**src/rtl/icache.sv**
```systemverilog
// ----------------------------------------------------------------------------
// icache -- direct-mapped instruction cache
//
// Sits between the instruction fetcher and the memory controller. A hit returns
// one 32-bit little-endian instruction the cycle after the request. A miss
// issues a full-line fill request, installs the returned line, and forwards the
// requested word straight from the fill data.
//
// Ports:
//   clk, rst        clock, synchronous active-high reset
//   rdy             global ready; 0 freezes all state (fe_valid reads 0)
//   rollback        pipeline flush: cancels the delivery in progress
//   fe_req, fe_pc   fetch request and its address (bits [1:0] ignored)
//   fe_valid        one-cycle pulse, fe_inst carries the requested word
//   fe_inst         instruction word
//   mc_en, mc_pc    line-fill request and line-aligned address, held until done
//   mc_done         one-cycle pulse, mc_data holds the requested line
//   mc_data         line data, byte i at bits [8i+7:8i]
//
// Optional build macro ICACHE_PERF_EN adds hit_cnt / miss_cnt outputs
// (32-bit wrapping counters of served hits and of fill requests started).
// ----------------------------------------------------------------------------
module icache #(
  parameter int LINE_BYTES = 16,
  parameter int LINES      = 16,
  parameter int ADDR_W     = 32
) (
  input  logic                    clk,
  input  logic                    rst,
  input  logic                    rdy,
  input  logic                    rollback,
  input  logic                    fe_req,
  input  logic [ADDR_W-1:0]       fe_pc,
  output logic                    fe_valid,
  output logic [31:0]             fe_inst,
  output logic                    mc_en,
  output logic [ADDR_W-1:0]       mc_pc,
  input  logic                    mc_done,
  input  logic [LINE_BYTES*8-1:0] mc_data
`ifdef ICACHE_PERF_EN
  ,
  output logic [31:0]             hit_cnt,
  output logic [31:0]             miss_cnt
`endif
);

  localparam int OFF    = $clog2(LINE_BYTES);
  localparam int IDX    = $clog2(LINES);
  localparam int TAG_W  = ADDR_W - OFF - IDX;
  localparam int LINE_W = LINE_BYTES * 8;

  typedef enum logic {
    S_IDLE,
    S_WAIT
  } state_e;

  state_e              state_q, state_d;
  logic [LINES-1:0]    valid_q, valid_d;
  logic [TAG_W-1:0]    tag_q  [LINES];
  logic [LINE_W-1:0]   data_q [LINES];
  logic                fe_valid_q, fe_valid_d;
  logic [31:0]         fe_inst_q, fe_inst_d;
  logic                mc_en_q, mc_en_d;
  logic [ADDR_W-1:0]   mc_pc_q, mc_pc_d;
  logic [ADDR_W-1:0]   req_pc_q, req_pc_d;
  logic                cancel_q, cancel_d;
  logic                fill_we;

  logic [IDX-1:0]      fe_idx, req_idx;
  logic [TAG_W-1:0]    fe_tag, req_tag;
  logic                fe_hit;

  // Pick the 32-bit word addressed by a byte offset; the two low offset bits
  // are dropped so any byte address inside a word selects that word.
  function automatic logic [31:0] select_word(input logic [LINE_W-1:0] line,
                                              input logic [OFF-1:0]    off);
    logic [OFF-1:0] woff;
    woff      = off;
    woff[1:0] = 2'b00;
    return line[{woff, 3'b000} +: 32];
  endfunction

  assign fe_idx  = fe_pc[OFF+IDX-1:OFF];
  assign fe_tag  = fe_pc[ADDR_W-1:OFF+IDX];
  assign req_idx = req_pc_q[OFF+IDX-1:OFF];
  assign req_tag = req_pc_q[ADDR_W-1:OFF+IDX];
  assign fe_hit  = valid_q[fe_idx] && (tag_q[fe_idx] == fe_tag);

  // Next-state and output logic
  always_comb begin
    state_d    = state_q;
    valid_d    = valid_q;
    fe_valid_d = 1'b0;
    fe_inst_d  = fe_inst_q;
    mc_en_d    = mc_en_q;
    mc_pc_d    = mc_pc_q;
    req_pc_d   = req_pc_q;
    cancel_d   = cancel_q;
    fill_we    = 1'b0;

    case (state_q)
      S_IDLE: begin
        // Stray mc_done pulses are deliberately not looked at here.
        if (fe_req && !rollback) begin
          if (fe_hit) begin
            fe_valid_d = 1'b1;
            fe_inst_d  = select_word(data_q[fe_idx], fe_pc[OFF-1:0]);
          end else begin
            req_pc_d = fe_pc;
            mc_en_d  = 1'b1;
            mc_pc_d  = {fe_pc[ADDR_W-1:OFF], {OFF{1'b0}}};
            cancel_d = 1'b0;
            state_d  = S_WAIT;
          end
        end
      end

      S_WAIT: begin
        if (rollback) begin
          cancel_d = 1'b1;
        end
        // The burst cannot be aborted, so the line is always installed; only
        // the delivery to the fetcher is suppressed once cancelled (including
        // a rollback arriving in the same cycle as mc_done).
        if (mc_done) begin
          fill_we          = 1'b1;
          valid_d[req_idx] = 1'b1;
          mc_en_d          = 1'b0;
          state_d          = S_IDLE;
          if (!(cancel_q || rollback)) begin
            fe_valid_d = 1'b1;
            fe_inst_d  = select_word(mc_data, req_pc_q[OFF-1:0]);
          end
        end
      end

      default: begin
        state_d = S_IDLE;
      end
    endcase
  end

  // Control and output registers; rdy=0 freezes everything but clears fe_valid
  always_ff @(posedge clk) begin
    if (rst) begin
      state_q    <= S_IDLE;
      valid_q    <= '0;
      fe_valid_q <= 1'b0;
      fe_inst_q  <= '0;
      mc_en_q    <= 1'b0;
      mc_pc_q    <= '0;
      req_pc_q   <= '0;
      cancel_q   <= 1'b0;
    end else if (rdy) begin
      state_q    <= state_d;
      valid_q    <= valid_d;
      fe_valid_q <= fe_valid_d;
      fe_inst_q  <= fe_inst_d;
      mc_en_q    <= mc_en_d;
      mc_pc_q    <= mc_pc_d;
      req_pc_q   <= req_pc_d;
      cancel_q   <= cancel_d;
    end else begin
      fe_valid_q <= 1'b0;
    end
  end

  // Tag and data arrays, written only by a completed fill; never reset
  always_ff @(posedge clk) begin
    if (!rst && rdy && fill_we) begin
      data_q[req_idx] <= mc_data;
      tag_q[req_idx]  <= req_tag;
    end
  end

  assign fe_valid = fe_valid_q;
  assign fe_inst  = fe_inst_q;
  assign mc_en    = mc_en_q;
  assign mc_pc    = mc_pc_q;

`ifdef ICACHE_PERF_EN
  logic [31:0] hit_cnt_q, miss_cnt_q;

  // A hit is a delivery launched from IDLE; a miss is every entry into WAIT,
  // whether or not it is later cancelled.
  always_ff @(posedge clk) begin
    if (rst) begin
      hit_cnt_q  <= '0;
      miss_cnt_q <= '0;
    end else if (rdy) begin
      if (state_q == S_IDLE && fe_valid_d) begin
        hit_cnt_q <= hit_cnt_q + 32'd1;
      end
      if (state_q == S_IDLE && state_d == S_WAIT) begin
        miss_cnt_q <= miss_cnt_q + 32'd1;
      end
    end
  end

  assign hit_cnt  = hit_cnt_q;
  assign miss_cnt = miss_cnt_q;
`endif

endmodule

```
**config.mk**
```make
export PLATFORM = sky130hd
export DESIGN_NAME = icache
export DESIGN_NICKNAME = d
export VERILOG_FILES = /design/src/rtl/icache.sv
export SDC_FILE = /design/constraint.sdc
export NUM_CORES = 2
export LEC_CHECK = 0
export BUFFER_PORTS_ARGS = -buffer_cell sky130_fd_sc_hd__buf_2
export CAP_MARGIN = 10
export CELL_PAD_IN_SITES_DETAIL_PLACEMENT = 0
export CELL_PAD_IN_SITES_GLOBAL_PLACEMENT = 1
export CORE_MARGIN = 3
export CORE_UTILIZATION = 54
export DETAILED_ROUTE_END_ITERATION = 10
export GPL_TIMING_DRIVEN = 0
export PLACE_DENSITY = 0.79
export SYNTH_ARGS = -nofsm -noshare
export SYNTH_HDL_FRONTEND = slang
export SYNTH_SLANG_ARGS = --single-unit
```
**constraint.sdc**
```tcl
create_clock -name clk -period 15.1 [get_ports clk]
set_input_delay 2.265 -clock clk [delete_from_list [all_inputs] [get_ports clk]]
set_output_delay 2.265 -clock clk [all_outputs]
set_load 0.02 [all_outputs]
```
# Word level (Yosys, flattened, before mapping)
# Memory sizes are Yosys's and may differ from the RTL's.
# Cells that the tools add are included.
# Widths: inputs -> output; s select.
[word_totals]
register_bits = 112
ram_bits = 2432
input_bits = 166
out_inout_bits = 66
word_cells = 70
n_memories = 2
[mem_list]
columns = ["name", "depth", "width", "read_ports", "rd_clocked_by_memory_dff", "write_ports", "line_no", "text"]
rows = [
  ["data_q", 16, 128, 1, 0, 1, "60", "logic [LINE_W-1:0] data_q [LINES];"],
  ["tag_q", 16, 24, 1, 0, 1, "59", "logic [TAG_W-1:0] tag_q [LINES];"],
]
[op_classes]
magnitude_cmp = 3
n_eq_ne = 7
shift = 2
muxes = 30
bitwise_logic = 4
reduce_logical = 14
[ops]
columns = ["cell", "count"]
rows = [
  ["$shiftx 128x8->32", 2],
  ["$mux 32", 4],
  ["$pmux 32 s2", 1],
  ["$eq 24x24->1", 1],
  ["$mux 1", 19],
  ["$or 16x16->16", 1],
  ["$ne 2x2->1 const B", 6],
  ["$reduce_and 4->1", 3],
  ["$lt 4x5->1 const B", 2],
  ["$pmux 1 s2", 4],
  ["$logic_and 1x1->1", 5],
  ["$reduce_and 5->1", 1],
  ["$bmux 1 s4", 1],
  ["$demux 1 s4", 1],
  ["$ge 4x1->1 const B", 1],
  ["$not 1->1", 3],
  ["$reduce_and 3->1", 1],
  ["$logic_not 1->1", 2],
  ["$reduce_or 2->1", 1],
  ["$logic_or 1x1->1", 1],
]

# Logic depth before layout (Yosys ltp)
[logic_depth]
ltp_word = 6
mapped_depth = 15

# Worst setup path before layout
# OpenSTA, ideal clock, no wires.
[synth_path]
path_kind = "in2reg"
start = "input port mc_done"
end = "memory data_q[0][0] (netlist bit) (enable)"
setup_ns = 0.666
arrival_time_ns = 9.484
slack_ns = 4.950
stages = 5
path_cell_list = "nand3_1 > or2_2 > or3_1 > clkbuf_1 > nor2_1"
[synth_between]
elab_chain_cells = 5
[synth_lines]
columns = ["element", "line_no", "text"]
rows = [
  ["from (decl)", "38", "input logic mc_done,"],
  ["$mux 1", "125", "if (mc_done) begin"],
  ["$mux 1", "101", "case (state_q)"],
  ["$logic_and 1x1->1", "170", "if (!rst && rdy && fill_we) begin"],
  ["$mux 1", "170", ""],
  ["$mux 1 (implied by the code)", "171", "data_q[req_idx] <= mc_data;"],
  ["to (decl)", "60", ""],
]
# Every way passes these cells.

# Worst setup path in the final report
[layout_path]
start = "input port fe_pc[7]"
end = "register fe_inst_q[10], in the netlist fe_inst[10]"
[layout_between]
elab_chain_cells = 5
[layout_lines]
columns = ["element", "line_no", "text"]
rows = [
  ["from (decl)", "33", "input logic [ADDR_W-1:0] fe_pc,"],
  ["$mem_v2 16x128, or another cell as far along", "n/a", ""],
  ["$shiftx 128x8->32, or another cell as far along", "80", "return line[{woff, 3'b000} +: 32];"],
  ["$mux 32 / $logic_and 1x1->1 (equally long branches)", "105, 87", ""],
  ["$mux 32 / $ne 2x2->1 (equally long branches)", "n/a", ""],
  ["$pmux 32 s2 / $reduce_and 5->1 (equally long branches)", "n/a", ""],
  ["to (signal assigned)", "158", "fe_inst_q <= fe_inst_d;"],
  ["to (decl)", "62", "logic [31:0] fe_inst_q, fe_inst_d;"],
]
# Several ways; a longest one is shown, not always the timed one. The select of a mux whose other input is x is not followed.
# A chain may end at the register's enable or synchronous reset.

==> metrics.md <==
| Metric | Value |
|---|---|
| Result of the run | finished, final reports clean |
| Cell total after placement | 7,507 |
| Standard-cell row count | 155 |
| Port bufs | 221 |
| Count of yosys warnings during synthesis | 0 |
| Pins Over Slew Limit | 0 |
| Post-route DRC violation count | 0 |
| Post-route antenna net violation count | 0 |
| Top post-synthesis cells by area | edfxtp_1 75%, mux4_2 11%, mux2i_1 5.0%, dfxtp_1 1.7%, o22ai_1 0.73% |
| Share of post-route cells with drive strength above 1 | 23.85% |
| Number of iterations in the first detailed-routing pass | 5 |
| Antenna violations before repair | 55 |
| Horizontal die dimension | 431.7 µm |
| Placed wire-length estimate after detailed placement | 178.7 mm |
| Total Die Area | 186,400 µm² |
| Area share of the largest cell type after synthesis | 74.61% |
| Ports placed on the boundary | 232 |
| Average cell area after synthesis | 20.35 µm² |
| Setup skew after layout | 0.05494 ns |
| # Post-CTS Setup Buffers | 0 |
| Static Leakage | 36.18 nW |
| Wirelength per Cell | 33.18 µm |
| Synth unique cells | 60 |
| Clock transition at the registers of the reported paths | 0.07 ns |
| Post-synthesis instance area | 97,880 µm² |
| Number of sinks on the clock net | 2,514 |
| Worst slew slack as a fraction of its limit | 12.32% |
| Post_cts resized | 0 |
| Total count of hold-check failures in the final report | 0 |
| Most common cell after layout, fill and taps aside | edfxtp_1 |
| Insertion delay of the later-clocked pin in the worst-skew pair | 0.87 ns |
| Post-route clock period utilization | 47.51% |
| Final standard cell count with taps included and fillers excluded | 7,973 |
| Sequential cell area fraction in the yosys report | 76.29% |
| Highest fanout seen on the critical path | 10 |
| Crit. Startpoint | fe_pc[7] |
| Final nets | 5,557 |
| Minimum period implied by the final worst setup slack | 7.174 ns |
| Relative area change from synthesis to final layout | 14.93% |
| Launching point of the worst reg2reg path | tag_q[7][15] |
| Post-route cell area | 112,500 µm² |
| Commonest cells after routing, fill and taps aside | 2,432 x edfxtp_1, 492 x mux2i_1, 482 x mux4_2 |
| Worst hold-check path type | flop to flop |
| Power density over cell area | 128.1 nW/µm² |
| Vias per inst | 6.456 |
| Multi-input gate area in the final layout | 21,610 µm² |
| Crit path DAT | 7.94 ns |
| Type of the worst setup path | input pin to flop |
| Largest buffer count on any clock path | 3 |
| Root buffer cell | clkbuf_16 |
| Final number of setup-violating endpoints | 0 |
| Critical path data required time | 15.87 ns |
| Overall track demand over capacity in global routing | 28.54% |
| Flip-flop and latch count after synthesis | 2,514 |
| Fraction of the core area covered by cells at the end of the flow | 62.70% |
| Global-route wire length before repair | 375.9 mm |
| Critical Path End Type | flop |
| CTS H-tree lvls | 4 |
| Clock tree from TritonCTS | yes |
| Vias | 51,476 |
| IR Drop Worst-Case VDD | 96.25 µV |
| Critical path launch point type | input pin |
| Area of the core | 179,400 µm² |
| Clock buffers created by TritonCTS | 237 |
| Post-Route WL | 264.5 mm |
| Congestion Overflow GR | 0 |
| Transition at the pin with the smallest max-transition slack | 1.315 ns |
| Final weighted congestion in routability-driven placement | 0.8449 |
| EDFF count, synth | 2,432 |
| Largest net degree at the start of global routing | 32 |
| Post-synthesis async set-or-reset flop share | 0% |
| Number of fill cells | 12,034 |
| Primary FF master, synth | edfxtp_1 |
| Setup repair after global routing missed its margin | no |
| Hold bufs inserted after CTS | 0 |
| Initial Utilization | 54.56% |
| Vias in the first global route | 50,638 |
| Max-cap viol count | 0 |
| Leading area contributor after synthesis | edfxtp_1 |
| Vertical extent of the die | 431.7 µm |
| Register area | 74,670 µm² |
| Initial detailed-routing violation count | 7,474 |
| Post-Place Cell Area | 104,500 µm² |
| Fmax | 139.4 MHz |
| Synthesized instance count | 4,810 |
| HP Start | cancel_q |
[worst max-delay path, stage by stage]
cell     delay [ns]
buf_2          0.13
buf_2          0.37
buf_2          0.48
buf_2          0.39
buf_2          0.32
buf_2          0.37
buf_1          0.88
buf_1          0.88
mux2i_1        0.21
o21ai_0        0.18
o21ai_0        0.24
o21ai_0        0.66
o21ai_0        0.33
o32ai_1        0.20
[state kept, by name, summed over array words and instances, names as in the netlist]
signal and count:
valid_q 16, data_q 2048, fe_valid 1, cancel_q 1, req_pc_q 30, state_q 1
tag_q 384, mc_en 1, fe_inst 32
[Yosys cell counts, drive strengths merged, types with 31 or more instances]
cell type and number:
a21boi 31, a221oi 34, a22oi 65, buf 185, clkbuf 125, dfxtp 82, edfxtp 2432, inv 50
mux2i 492, mux4 482, nand2 113, nand2b 65, nand3 101, nor2 94, nor4 36, o21ai 132
o22ai 114, o32ai 32, or3 34
[final timing paths]
path	endpoint	slack (ns)	cells past startpoint
setup / recovery	fe_inst[10]	7.93	14
hold reg to reg	cancel_q	0.47	2
setup reg to reg	fe_inst[26]	11.14	9
hold / removal	cancel_q	0.47	2
[through the flow]
step           power [W]  hold slack, ns  worst slack, ns   TNS, ns
2_1_floorplan   0.008179          0.4382            4.950         0
3_3_place_gp    0.008495          0.4509           -2.800  -6051.45
3_5_place_dp    0.008513          0.4586            7.248         0
4_1_cts          0.01445          0.4690            8.156         0
5_1_grt          0.01477          0.4892            7.857         0
6_report         0.01441          0.4741            7.926         0
[final cells by class]
class	instances	area share [%]
Sequential cell	2514	66.38
Multi-Input combinational cell	1938	19.21
Clock buffer	309	5.677
Timing Repair Buffer	339	3.178
Tap cell	2355	2.620
Buffer	310	1.374
Clock inverter	132	1.334
Inverter	51	0.1702
Antenna cell	25	0.05562
[where the power goes]
group / total [W] / leakage (nW) / internal, W / switching (W)
combinational: 0.000717 / 10.3 / 0.000248 / 0.000469
clock: 0.00604 / 3.84 / 0.00348 / 0.00255
sequential: 0.00765 / 22.1 / 0.00764 / 0.0000141
total: 0.0144 / 36.2 / 0.0114 / 0.00304
[metal layers]
layer  vias to the layer above  track usage (%)  share of wire [%]
met1                     26843            40.46                 38
met4                        20            10.45                3.7
met3                       490            5.705                 11
met5                         -                0              0.051
li1                      21022                -                  -
met2                      3101            44.64                 48
[kinds of logic after synthesis]
group | Yosys count | synth area share (%)
flops | 2514 | 76.29
mux | 980 | 16.19
compound gates | 435 | 2.941
xor+xnor | 35 | 0.3132
buf+inv | 361 | 1.773
other cells | 1 | 0.003831
simple gates | 484 | 2.485
(Power assumes the default switching activity.)
